### src/rtl/serial_adder_n_if.sv
// Operand/result bundle for serial_adder_n; the requester uses master, the adder uses slave.
// Widths follow WIDTH, which must match the adder instance it connects to.
interface serial_adder_n_if #(
   parameter int WIDTH = 8
);
   logic             start;
   logic             sub;
   logic [WIDTH-1:0] a;
   logic [WIDTH-1:0] b;
   logic             cin;
   logic [WIDTH-1:0] sum;
   logic             cout;
   logic             ovf;
   logic             busy;
   logic             done;

   modport master (
      output start, sub, a, b, cin,
      input  sum, cout, ovf, busy, done
   );

   modport slave (
      input  start, sub, a, b, cin,
      output sum, cout, ovf, busy, done
   );
endinterface

### src/rtl/serial_adder_n.sv
// Bit-serial add/subtract, LSB first, one bit per clock; done pulses WIDTH+1 cycles after start is sampled.
// No backpressure: start is only sampled in IDLE/DONE and ignored while busy; results hold until the next completion.
module serial_adder_n #(
   parameter int WIDTH = 8
) (
   input logic             clk,
   input logic             rst,
   serial_adder_n_if.slave bus
);

   localparam int            CW   = (WIDTH > 1) ? $clog2(WIDTH) : 1;
   localparam logic [CW-1:0] LAST = CW'(WIDTH - 1);

   typedef enum logic [1:0] {
      ST_IDLE,
      ST_RUN,
      ST_DONE
   } state_t;

   state_t           state_q, state_d;
   logic [WIDTH-1:0] a_q, a_d;
   logic [WIDTH-1:0] b_q, b_d;
   logic [WIDTH-1:0] res_q, res_d;
   logic [WIDTH-1:0] res_sh;
   logic [WIDTH-1:0] sum_q, sum_d;
   logic             c_q, c_d;
   logic             cout_q, cout_d;
   logic             ovf_q, ovf_d;
   logic [CW-1:0]    cnt_q, cnt_d;
   logic             s_bit;
   logic             c_nxt;

   always_comb begin
      s_bit  = a_q[0] ^ b_q[0] ^ c_q;
      c_nxt  = (a_q[0] & b_q[0]) | (a_q[0] & c_q) | (b_q[0] & c_q);
      res_sh = res_q >> 1;
      res_sh[WIDTH-1] = s_bit;

      state_d = state_q;
      a_d     = a_q;
      b_d     = b_q;
      res_d   = res_q;
      c_d     = c_q;
      cnt_d   = cnt_q;
      sum_d   = sum_q;
      cout_d  = cout_q;
      ovf_d   = ovf_q;

      case (state_q)
         ST_RUN: begin
            a_d   = a_q >> 1;
            b_d   = b_q >> 1;
            c_d   = c_nxt;
            res_d = res_sh;
            cnt_d = cnt_q + 1'b1;
            // On the MSB edge c_q is the carry into the MSB, so ovf needs no extra flop.
            if (cnt_q == LAST) begin
               state_d = ST_DONE;
               sum_d   = res_sh;
               cout_d  = c_nxt;
               ovf_d   = c_q ^ c_nxt;
               cnt_d   = '0;
            end
         end
         default: begin
            state_d = ST_IDLE;
            if (bus.start) begin
               state_d = ST_RUN;
               a_d     = bus.a;
               b_d     = bus.b ^ {WIDTH{bus.sub}};
               c_d     = bus.sub ? 1'b1 : bus.cin;
               cnt_d   = '0;
               res_d   = '0;
            end
         end
      endcase
   end

   always_ff @(posedge clk) begin
      if (rst) begin
         state_q <= ST_IDLE;
         a_q     <= '0;
         b_q     <= '0;
         res_q   <= '0;
         c_q     <= 1'b0;
         cnt_q   <= '0;
         sum_q   <= '0;
         cout_q  <= 1'b0;
         ovf_q   <= 1'b0;
      end else begin
         state_q <= state_d;
         a_q     <= a_d;
         b_q     <= b_d;
         res_q   <= res_d;
         c_q     <= c_d;
         cnt_q   <= cnt_d;
         sum_q   <= sum_d;
         cout_q  <= cout_d;
         ovf_q   <= ovf_d;
      end
   end

   assign bus.sum  = sum_q;
   assign bus.cout = cout_q;
   assign bus.ovf  = ovf_q;
   assign bus.busy = (state_q == ST_RUN);
   assign bus.done = (state_q == ST_DONE);

endmodule

### src/flat_wrapper.sv
// flat-port wrapper written by rule: the top's interface ports become plain ports
module serial_adder_n_flat 
#(
   parameter int WIDTH = 8
)
  (clk, rst, bus_start, bus_sub, bus_a, bus_b, bus_cin, bus_sum, bus_cout, bus_ovf, bus_busy, bus_done);
  serial_adder_n_if #(.WIDTH(WIDTH)) bus_i ();
  input logic clk;
  input logic rst;
  input wire logic [$bits(bus_i.start)-1:0] bus_start;
  input wire logic [$bits(bus_i.sub)-1:0] bus_sub;
  input wire logic [$bits(bus_i.a)-1:0] bus_a;
  input wire logic [$bits(bus_i.b)-1:0] bus_b;
  input wire logic [$bits(bus_i.cin)-1:0] bus_cin;
  output wire logic [$bits(bus_i.sum)-1:0] bus_sum;
  output wire logic [$bits(bus_i.cout)-1:0] bus_cout;
  output wire logic [$bits(bus_i.ovf)-1:0] bus_ovf;
  output wire logic [$bits(bus_i.busy)-1:0] bus_busy;
  output wire logic [$bits(bus_i.done)-1:0] bus_done;
  assign bus_i.start = bus_start;
  assign bus_i.sub = bus_sub;
  assign bus_i.a = bus_a;
  assign bus_i.b = bus_b;
  assign bus_i.cin = bus_cin;
  assign bus_sum = bus_i.sum;
  assign bus_cout = bus_i.cout;
  assign bus_ovf = bus_i.ovf;
  assign bus_busy = bus_i.busy;
  assign bus_done = bus_i.done;
  serial_adder_n #(.WIDTH(WIDTH)) u_core (.clk(clk), .rst(rst), .bus(bus_i));
endmodule
### config.mk
export PLATFORM = sky130hd
export DESIGN_NAME = serial_adder_n_flat
export DESIGN_NICKNAME = d
export VERILOG_FILES = /design/src/rtl/serial_adder_n_if.sv /design/src/rtl/serial_adder_n.sv /design/src/flat_wrapper.sv
export SDC_FILE = /design/constraint.sdc
export NUM_CORES = 1
export LEC_CHECK = 0
export CAP_MARGIN = 10
export CORE_MARGIN = 8
export CORE_UTILIZATION = 51
export DETAILED_ROUTE_END_ITERATION = 8
export PLACE_DENSITY_LB_ADDON = 0.05
export RECOVER_POWER = 25
export SKIP_LAST_GASP = 1
export SYNTH_ARGS = -nofsm -noshare
export SYNTH_HDL_FRONTEND = slang
export SYNTH_SLANG_ARGS = --single-unit
export TNS_END_PERCENT = 5
### constraint.sdc
create_clock -name clk -period 1.4 [get_ports clk]
set_input_delay 0.42 -clock clk [delete_from_list [all_inputs] [get_ports clk]]
set_output_delay 0.42 -clock clk [all_outputs]
set_load 0.05 [all_outputs]
==> results of run 1 <==
[area by class of cell]
type | instances | area (um2)
Multi-Input combinational cell | 134 | 865
Fill cell | 247 | 876
Inverter | 2 | 15.0
Sequential cell | 39 | 787
Timing Repair Buffer | 50 | 636
Tap cell | 46 | 57.6
Clock inverter | 2 | 60.1
Clock buffer | 6 | 41.3
[registers in the layout, summed over array words and instances, names as in the netlist]
name	flops
u_core.cnt_q	3
u_core.state_q	2
u_core.c_q	1
u_core.bus.cout	1
u_core.bus.sum	8
u_core.b_q	8
u_core.res_q	7
u_core.bus.ovf	1
u_core.a_q	8
[path summary, 6_finish.rpt]
path	slack (ns)	end	cells after the start	start
worst min register to register	0.47	u_core.bus.sum[0]$_SDFFE_PP0P_	2	u_core.res_q[1]$_SDFFE_PP0P_
worst min-delay path	0.47	u_core.bus.sum[0]$_SDFFE_PP0P_	2	u_core.res_q[1]$_SDFFE_PP0P_
worst max register to register	-0.03	u_core.bus.ovf$_SDFFE_PP0P_	5	u_core.cnt_q[0]$_SDFFE_PP0P_
worst max-delay path	-0.05	bus_busy	3	u_core.state_q[1]$_SDFFE_PP0P_
[kinds of logic after synthesis]
| group | after synthesis |
|---|---|
| and+or+nand+nor | 69 |
| AOI/OAI and AO/OA | 45 |
| xor gates and xnor gates | 9 |
| buffers and inverters | 17 |
| muxes | 8 |
| adders and majority gates | 3 |
| DFF | 39 |
[stage by stage]
step	setup slack (ns)	util (%)	total power, mW	cells
after global routing	-0.0945	73.8	2.57	279
final	-0.0469	73.8	2.47	279
after CTS	-0.0532	73.6	2.48	279
after floorplan	0.110	-	1.44	190
after global placement	-0.257	69.4	1.55	268
after detailed placement	-0.302	69.4	1.56	268
[layout by cell type (no fill, tap or decap), drive strengths merged]
cell type / n
a2111oi: 1
a211o: 7
a211oi: 9
a21oi: 26
a31oi: 1
and3b: 1
buf: 29
bufinv: 2
clkbuf: 7
clkdlybuf4s50: 19
dfxtp: 39
dlygate4sd3: 1
fa: 1
ha: 2
inv: 2
mux2i: 8
nand2: 34
nand2b: 1
nand3: 9
nand3b: 2
nor2: 18
nor2b: 1
nor3: 1
nor4b: 1
o311ai: 1
or2: 1
xnor2: 9
[where the power goes]
group | leakage, nW | internal, mW | switching (mW) | total [mW]
logic | 0.554 | 0.191 | 0.167 | 0.358
registers | 0.320 | 1.16 | 0.0320 | 1.19
clock network | 0.0525 | 0.557 | 0.364 | 0.921
[timing repair]
item                                    4_1_cts  5_1_grt
setup buffers                                 3        0
gates resized for setup                       6        3
pin swaps                                     0        1
endpoints found under the setup margin       12       12
[tightest hold or removal path, cell delays in order (launching register included)]
cell and delay, ns:
dfxtp_1 0.33, nand2_1 0.06, a21oi_1 0.05
[per-layer routing]
layer	share of wire [%]	vias to the layer above
li1	-	736
met1	42	698
met2	53	25
met3	4.2	6
met4	1.4	0
met5	0	-
==> impl_metrics.ini, run 1 <==
[global_route]
grt_use_met2_pct = 26.5
grt_first_pass_wirelength_mm = 6.35
grt_util_met3_pct = 3.99
grt_pass1_vias = 1538
antenna_found_initial = 0
use_met1_pct = 14.9
grt_max_degree = 27
overflow = 0
gr-max-usage-layer = met2
track_usage_pct = 14.4

[pwr]
p_leak_nw = 0.926
ir_worst_vdd_uv = 836
power_density_nw_per_um2 = 1000

[die]
core-area_um2 = 3340
initial_core_util_pct = 52.8
dieArea_um2 = 5590
io_pins = 33
rows = 21
die_h_um = 74.8
fp.dieW_um = 74.8

[clock_tree]
cts_max_level = 2
cts_hold_buffers = 0
clk_pin_slew_ns = 0.11
cts_tree = built
cts_buffers = 5
clk_latency_ns = 0.35
cts_sinks = 39
cts_max_path_buffers = 2
cts_root_buffer = clkbuf_4

[synthesis]
synthCells = 190
synth-simple-area-share_pct = 16.8
yosysMostFrequentCell = dfxtp_1
synth.area.top_cells = dfxtp_1, nand2_1, a21oi_1, mux2i_1, xnor2_1
async_flop_share_pct = 0
synth_commonest_cells = dfxtp_1, nand2_1, a21oi_1
syn_area_per_cell_um2 = 9.27
netlist_area_um2 = 1760
yosysUniqueCellTypes = 30
synth-edff-count = 0
synthFlopType = dfxtp_1
yosys_warnings = 0
seq_area_frac_synth_pct = 44.3
ys_seq_elements = 39
synth_mux_area_share_pct = 4.55
yosysTopAreaCell = dfxtp_1
yosysTopAreaCellShare_pct = 44.3
synth_top_family_by_area = compound AO/OA/AOI/OAI gates
synth_nets = 214
synth_compound_area_share_pct = 19.5
synth-xor-area-share_pct = 4.47
synth-adder-area-share_pct = 2.56

[timing]
drv_slew = 0
fin_tns_setup_ns = -0.156
fin_ws_ns = -0.0469
final_hold_viol_count = 0
fin_crit_sh_pct = 103
fin_worst_skew_ns = 0.0129
fin_crit_ns = 1.45
hold_slack_ns = 0.474
max_slew_margin_pct = 78.0
max_freq_mhz = 691
worst_pin_slew_ns = 0.325
rsz0062_at_grt = true
setup_viol_count_final = 13

[cells_and_area]
area_delta_synth_final_pct = 39.7
diodes = 0
drive_gt1_share_pct = 24.5
fin_nets = 256
fin_area_um2 = 2460

[status]
outcome = finished, violations left
failed_checks = negative setup slack

[routing]
vias = 1465
first_iter_violations = 93
drc = 0
routedWlPerCell_um = 13.0
viasPerCell = 5.25
routed_wl_mm = 3.62
final_antenna_net_count = 0
drt-pass1-iter-count = 4

[worst_setup_path]
cp_max_fo = 3
worst-path-buf-inv = 2
critical_path_required_ns = 0.98
critPathMaxStageDelay_ns = 0.36
crit_arrival_ns = 1.03
cp_cell_sequence = nand2b_4, inv_8, buf_12
worstSetupPathType = register to primary output
crit_path_end_kind = primary output
crit_family = flip-flops
startpoint_type = register
slowest_stage = dfxtp_2

[worst_hold_path]
hold_class = register to register

[place]
hpwl_mm = 2.70
io_buffers = 32
placed_area_um2 = 2310
place_congestion = 0.738

[job]
drv_cap = 0
(Power assumes the default switching activity.)
==> run 2: changes to the inputs <==
CORE_ASPECT_RATIO = 1.25   (was unset)
CTS_CLUSTER_SIZE = 40   (was unset)
==> run 2 against run 1 <==
Net effect: the flow still finishes with violations (negative setup slack); sequential power about the same; non-clock buffer count increased by 1; combinational power about the same; clock skew decreased by 0.0041 ns; hold slack got worse by 0.017 ns; global-route usage increased by 0.18 points; total power increased by 2.1%; largest cell class unchanged; highest routed layer unchanged.
==> impl_metrics.ini, run 2 (synthesis gave the netlist of run 1 again) <==
[status]
outcome = finished, violations left
failed_checks = negative setup slack

[place]
io_buffers = 32
hpwl_mm = 2.68
pre_cts_slack_ns = -0.304
placed_area_um2 = 2290
place_congestion = 0.807

[timing]
max_freq_mhz = 713
fin_worst_skew_ns = 0.00884
setup_viol_count_final = 1
rsz0062_at_grt = true
fin_crit_ns = 1.40
fin_crit_sh_pct = 100
worst_pin_slew_ns = 0.373
drv_slew = 0
fin_ws_ns = -0.00348
final_hold_viol_count = 0
max_slew_margin_pct = 74.8

[clock_tree]
cts_max_path_buffers = 2
clk_pin_slew_ns = 0.08
cts_root_buffer = clkbuf_8
clk_latency_ns = 0.29
cts_max_level = 2
cts_hold_buffers = 0
cts_tree = built
cts_buffers = 5
cts_sinks = 39

[cells_and_area]
area_delta_synth_final_pct = 40.5
seqCellArea_um2 = 786
mostFrequentLayoutCell = dfxtp_1
fin_area_um2 = 2470
layout_common_cells = dfxtp_1, nand2_1, a21oi_1
diodes = 0
fin_nets = 257
drive_gt1_share_pct = 25.6
multi_input_area_um2 = 857
filler_cell_count = 255

[worst_setup_path]
slowest_stage = dfxtp_2
crit_arrival_ns = 0.98
startpoint_type = register
cp_cell_sequence = nand2b_4, inv_8, buf_12
crit_path_end_kind = primary output
critical_path_required_ns = 0.98
reg2regPathDepth = 6
cp_max_fo = 4
critPathMaxStageDelay_ns = 0.33
worstSetupPathType = register to primary output

[pwr]
p_int_mw = 1.93
power_density_nw_per_um2 = 1020
clockPowerShare_pct = 38.6
p_sw_share_pct = 23.6
total_power_mw = 2.52
power_frac_comb_pct = 14.3
p_sw_mw = 0.596
pwr-share-seq_pct = 47.2
ir_worst_vdd_uv = 860
p_leak_nw = 0.948

[die]
rows = 24
io_pins = 33
fp.dieW_um = 68.6
die_h_um = 81.7
dieArea_um2 = 5600
core-area_um2 = 3390
initial_core_util_pct = 51.9

[routing]
drt-pass1-iter-count = 4
vias = 1455
first_iter_violations = 92
routedWlPerCell_um = 14.1
viasPerCell = 5.33
routed_wl_mm = 3.85
final_antenna_net_count = 0
drc = 0

[global_route]
track_usage_pct = 14.6
overflow = 0
grt_max_degree = 27
grt_pass1_vias = 1488
antenna_found_initial = 0
grt_first_pass_wirelength_mm = 6.29

[worst_hold_path]
hold_class = register to register
hold_depth = 2

[job]
drv_cap = 0
## run 2: critical path, delay by kind of cell (launching register included)
kind	cells	cell delay, ns
buffers and inverters	2	0.19
DFF	1	0.33
and+or+nand+nor	1	0.17
## run 2: layout make-up
cell class,count,share of cell area (%)
multi-input cells,134,34.6
well taps,39,1.97
repair buffers,51,26.3
clock inverters,2,1.42
flip-flops and latches,39,31.7
inverters,2,0.607
clock buffers,6,3.34
## run 2: timing repair
| action | CTS | global route |
|---|---|---|
| resized for setup | 7 | 2 |
| gates cloned | 0 | 1 |
| setup buffers | 0 | 3 |
| hold endpoints to repair | 0 | 0 |
| setup endpoints to repair | 11 | 19 |
## run 2: power by group through the flow
| stage | clock network (mW) | registers [mW] | logic, mW |
|---|---|---|---|
| after global placement | 0 | 1.21 | 0.336 |
| after global routing | 1.04 | 1.20 | 0.390 |
| final | 0.973 | 1.19 | 0.359 |
| after CTS | 0.997 | 1.19 | 0.351 |
| after floorplan | 0 | 1.20 | 0.240 |
| after detailed placement | 0 | 1.21 | 0.347 |
## run 2: through the flow
step | std cells | TNS [ns] | hold slack [ns] | util (%)
floorplan | 190 | 0 | 0.433 | -
global placement | 261 | -4.39 | 0.446 | 67.6
detailed placement | 261 | -5.34 | 0.445 | 67.6
CTS | 269 | -0.0356 | 0.458 | 71.5
global route | 273 | -0.213 | 0.488 | 72.9
finish | 273 | -0.00348 | 0.456 | 72.9
## run 2: worst paths after layout
| check | startpoint | to | slack (ns) |
|---|---|---|---|
| setup reg to reg | u_core.cnt_q[0]$_SDFFE_PP0P_ | u_core.bus.sum[5]$_SDFFE_PP0P_ | 0.03 |
| hold reg to reg | u_core.res_q[1]$_SDFFE_PP0P_ | u_core.bus.sum[0]$_SDFFE_PP0P_ | 0.46 |
| hold / removal | u_core.res_q[1]$_SDFFE_PP0P_ | u_core.bus.sum[0]$_SDFFE_PP0P_ | 0.46 |
| setup / recovery | u_core.state_q[1]$_SDFFE_PP0P_ | bus_busy | -0.003 |
## run 2: metal layers
metal  vias up  routed length, um  GRT usage [%]
li1        733                  -              -
met1       685               1510           14.5
met2        31               2080           26.7
met3         6                203           4.77
met4         0                 55           6.37
met5         -                  0              0
==> run 3: changes to the inputs <==
CTS_CLUSTER_DIAMETER = 120   (was unset)
SKIP_CTS_REPAIR_TIMING = 1   (was unset)
==> run 3 against run 2 <==
Net effect: the run still ends with negative setup slack left; routed wire length shrank 0.29%; die area is the same; design area shrank 0.61%; count of clock-buffer cells in the layout is the same; setup slack lost 0.0012 ns; flip-flop and latch count is the same; via count is the same; total power shrank 0.15%; critical endpoint unchanged; largest cell class unchanged.
==> impl_metrics.ini, run 3 (synthesis gave the netlist of run 1 again) <==
[status]
outcome = finished, violations left
failed_checks = negative setup slack

[timing]
worst_pin_slew_ns = 0.374
fin_crit_sh_pct = 100
drv_slew = 0
max_slew_margin_pct = 74.7
fin_ws_ns = -0.00471
fin_crit_ns = 1.40
max_freq_mhz = 712
rsz0062_at_grt = true
final_hold_viol_count = 0
fin_tns_setup_ns = -0.00471
setup_viol_count_final = 1
fin_worst_skew_ns = 0.00824

[pwr]
p_leak_nw = 0.942
p_sw_mw = 0.595
ir_worst_vdd_uv = 858
p_int_mw = 1.92
total_power_mw = 2.52
pwr-share-seq_pct = 47.2
p_sw_share_pct = 23.6
clockPowerShare_pct = 38.7
power_frac_comb_pct = 14.0
power_density_nw_per_um2 = 1020

[worst_setup_path]
worst-path-buf-inv = 2
r2r-start = u_core.cnt_q[0]$_SDFFE_PP0P_
crit_path_end_kind = primary output
critPathMaxStageDelay_ns = 0.33
startpoint = u_core.state_q[1]$_SDFFE_PP0P_
reg2reg_to = u_core.bus.sum[5]$_SDFFE_PP0P_
slowest_stage = dfxtp_2
crit_family = flip-flops
cp_cell_sequence = nand2b_4, inv_8, buf_12
critical_path_required_ns = 0.98
worstSetupPathType = register to primary output
crit_arrival_ns = 0.98
r2r_setup_slack_ns = 0.02
cp_max_fo = 4
startpoint_type = register
cp.depth = 3
reg2regPathDepth = 6
crit_end = bus_busy

[routing]
viasPerCell = 5.35
first_iter_violations = 102
vias = 1455
final_antenna_net_count = 0
drc = 0
routedWlPerCell_um = 14.1
routed_wl_mm = 3.84
drt-pass1-iter-count = 4

[clock_tree]
cts_max_path_buffers = 2
cts_tree = built
clk_latency_ns = 0.29
cts_sinks = 39
clk_pin_slew_ns = 0.08
cts_buffers = 5
cts_max_level = 2
cts_root_buffer = clkbuf_8

[die]
dieArea_um2 = 5600
io_pins = 33
rows = 24
die_h_um = 81.7
initial_core_util_pct = 51.9
fp.dieW_um = 68.6
core-area_um2 = 3390

[global_route]
grt_first_pass_wirelength_mm = 6.29
grt_max_degree = 27
overflow = 0
track_usage_pct = 14.6
grt_pass1_vias = 1486
antenna_found_initial = 0

[place]
place_congestion = 0.807
hpwl_mm = 2.68
io_buffers = 32
placed_area_um2 = 2290
pre_cts_slack_ns = -0.304

[worst_hold_path]
hold_class = register to register

[cells_and_area]
area_delta_synth_final_pct = 39.6
fin_area_um2 = 2460
diodes = 0
fin_nets = 256
layout_common_cells = dfxtp_1, nand2_1, a21oi_1
drive_gt1_share_pct = 24.5
mostFrequentLayoutCell = dfxtp_1
final_core_util_pct = 72.5

[job]
drv_cap = 0
==> run 3: cell count changes in the layout (fill, tap and decap cells not counted), sizes merged <==
cell,change
clkbuf,-1
==> run 3: through the flow <==
stage	instances	hold WS, ns
floorplan	190	0.433
finish	272	0.457
detailed placement	261	0.445
global route	272	0.488
CTS	269	0.458
global placement	261	0.446
==> run 3: worst min-delay path: stages, from the launching register on <==
cell	delay (ns)
dfxtp_1	0.31
nand2_1	0.05
a21oi_1	0.05
==> run 3: cell type report <==
type,instances,area (um2)
Inverter,2,15.0
Tap cell,39,48.8
Sequential cell,39,786
Multi-Input combinational cell,134,847
Clock buffer,6,82.6
Timing Repair Buffer,50,646
Clock inverter,2,35.0
Fill cell,258,933
==> run 3: worst min path at each step <==
stage	from	to	slack, ns	depth (start not counted)
floorplan	u_core.res_q[1]$_SDFFE_PP0P_	u_core.bus.sum[0]$_SDFFE_PP0P_	0.43	2
global placement	u_core.res_q[1]$_SDFFE_PP0P_	u_core.bus.sum[0]$_SDFFE_PP0P_	0.45	2
detailed placement	u_core.res_q[1]$_SDFFE_PP0P_	u_core.bus.sum[0]$_SDFFE_PP0P_	0.45	2
CTS	u_core.res_q[1]$_SDFFE_PP0P_	u_core.bus.sum[0]$_SDFFE_PP0P_	0.46	2
global route	u_core.res_q[1]$_SDFFE_PP0P_	u_core.bus.sum[0]$_SDFFE_PP0P_	0.49	2
finish	u_core.res_q[1]$_SDFFE_PP0P_	u_core.bus.sum[0]$_SDFFE_PP0P_	0.46	2
==> run 3: power by group through the flow <==
stage	Clock (mW)	Sequential (mW)	Combinational, mW
after CTS	0.997	1.19	0.349
final	0.975	1.19	0.354
after global placement	0	1.21	0.336
after global routing	1.04	1.20	0.384
after floorplan	0	1.20	0.240
after detailed placement	0	1.21	0.347
==> run 3: per-layer routing <==
| metal | global-route usage (%) | vias to the layer above | wire, um | part of all wire [%] |
|---|---|---|---|---|
| met5 | 0 | - | 0 | 0 |
| met4 | 6.37 | 0 | 55 | 1.4 |
| met1 | 14.6 | 687 | 1510 | 39 |
| met3 | 4.77 | 6 | 203 | 5.3 |
| met2 | 26.5 | 33 | 2070 | 54 |
| li1 | - | 729 | - | - |
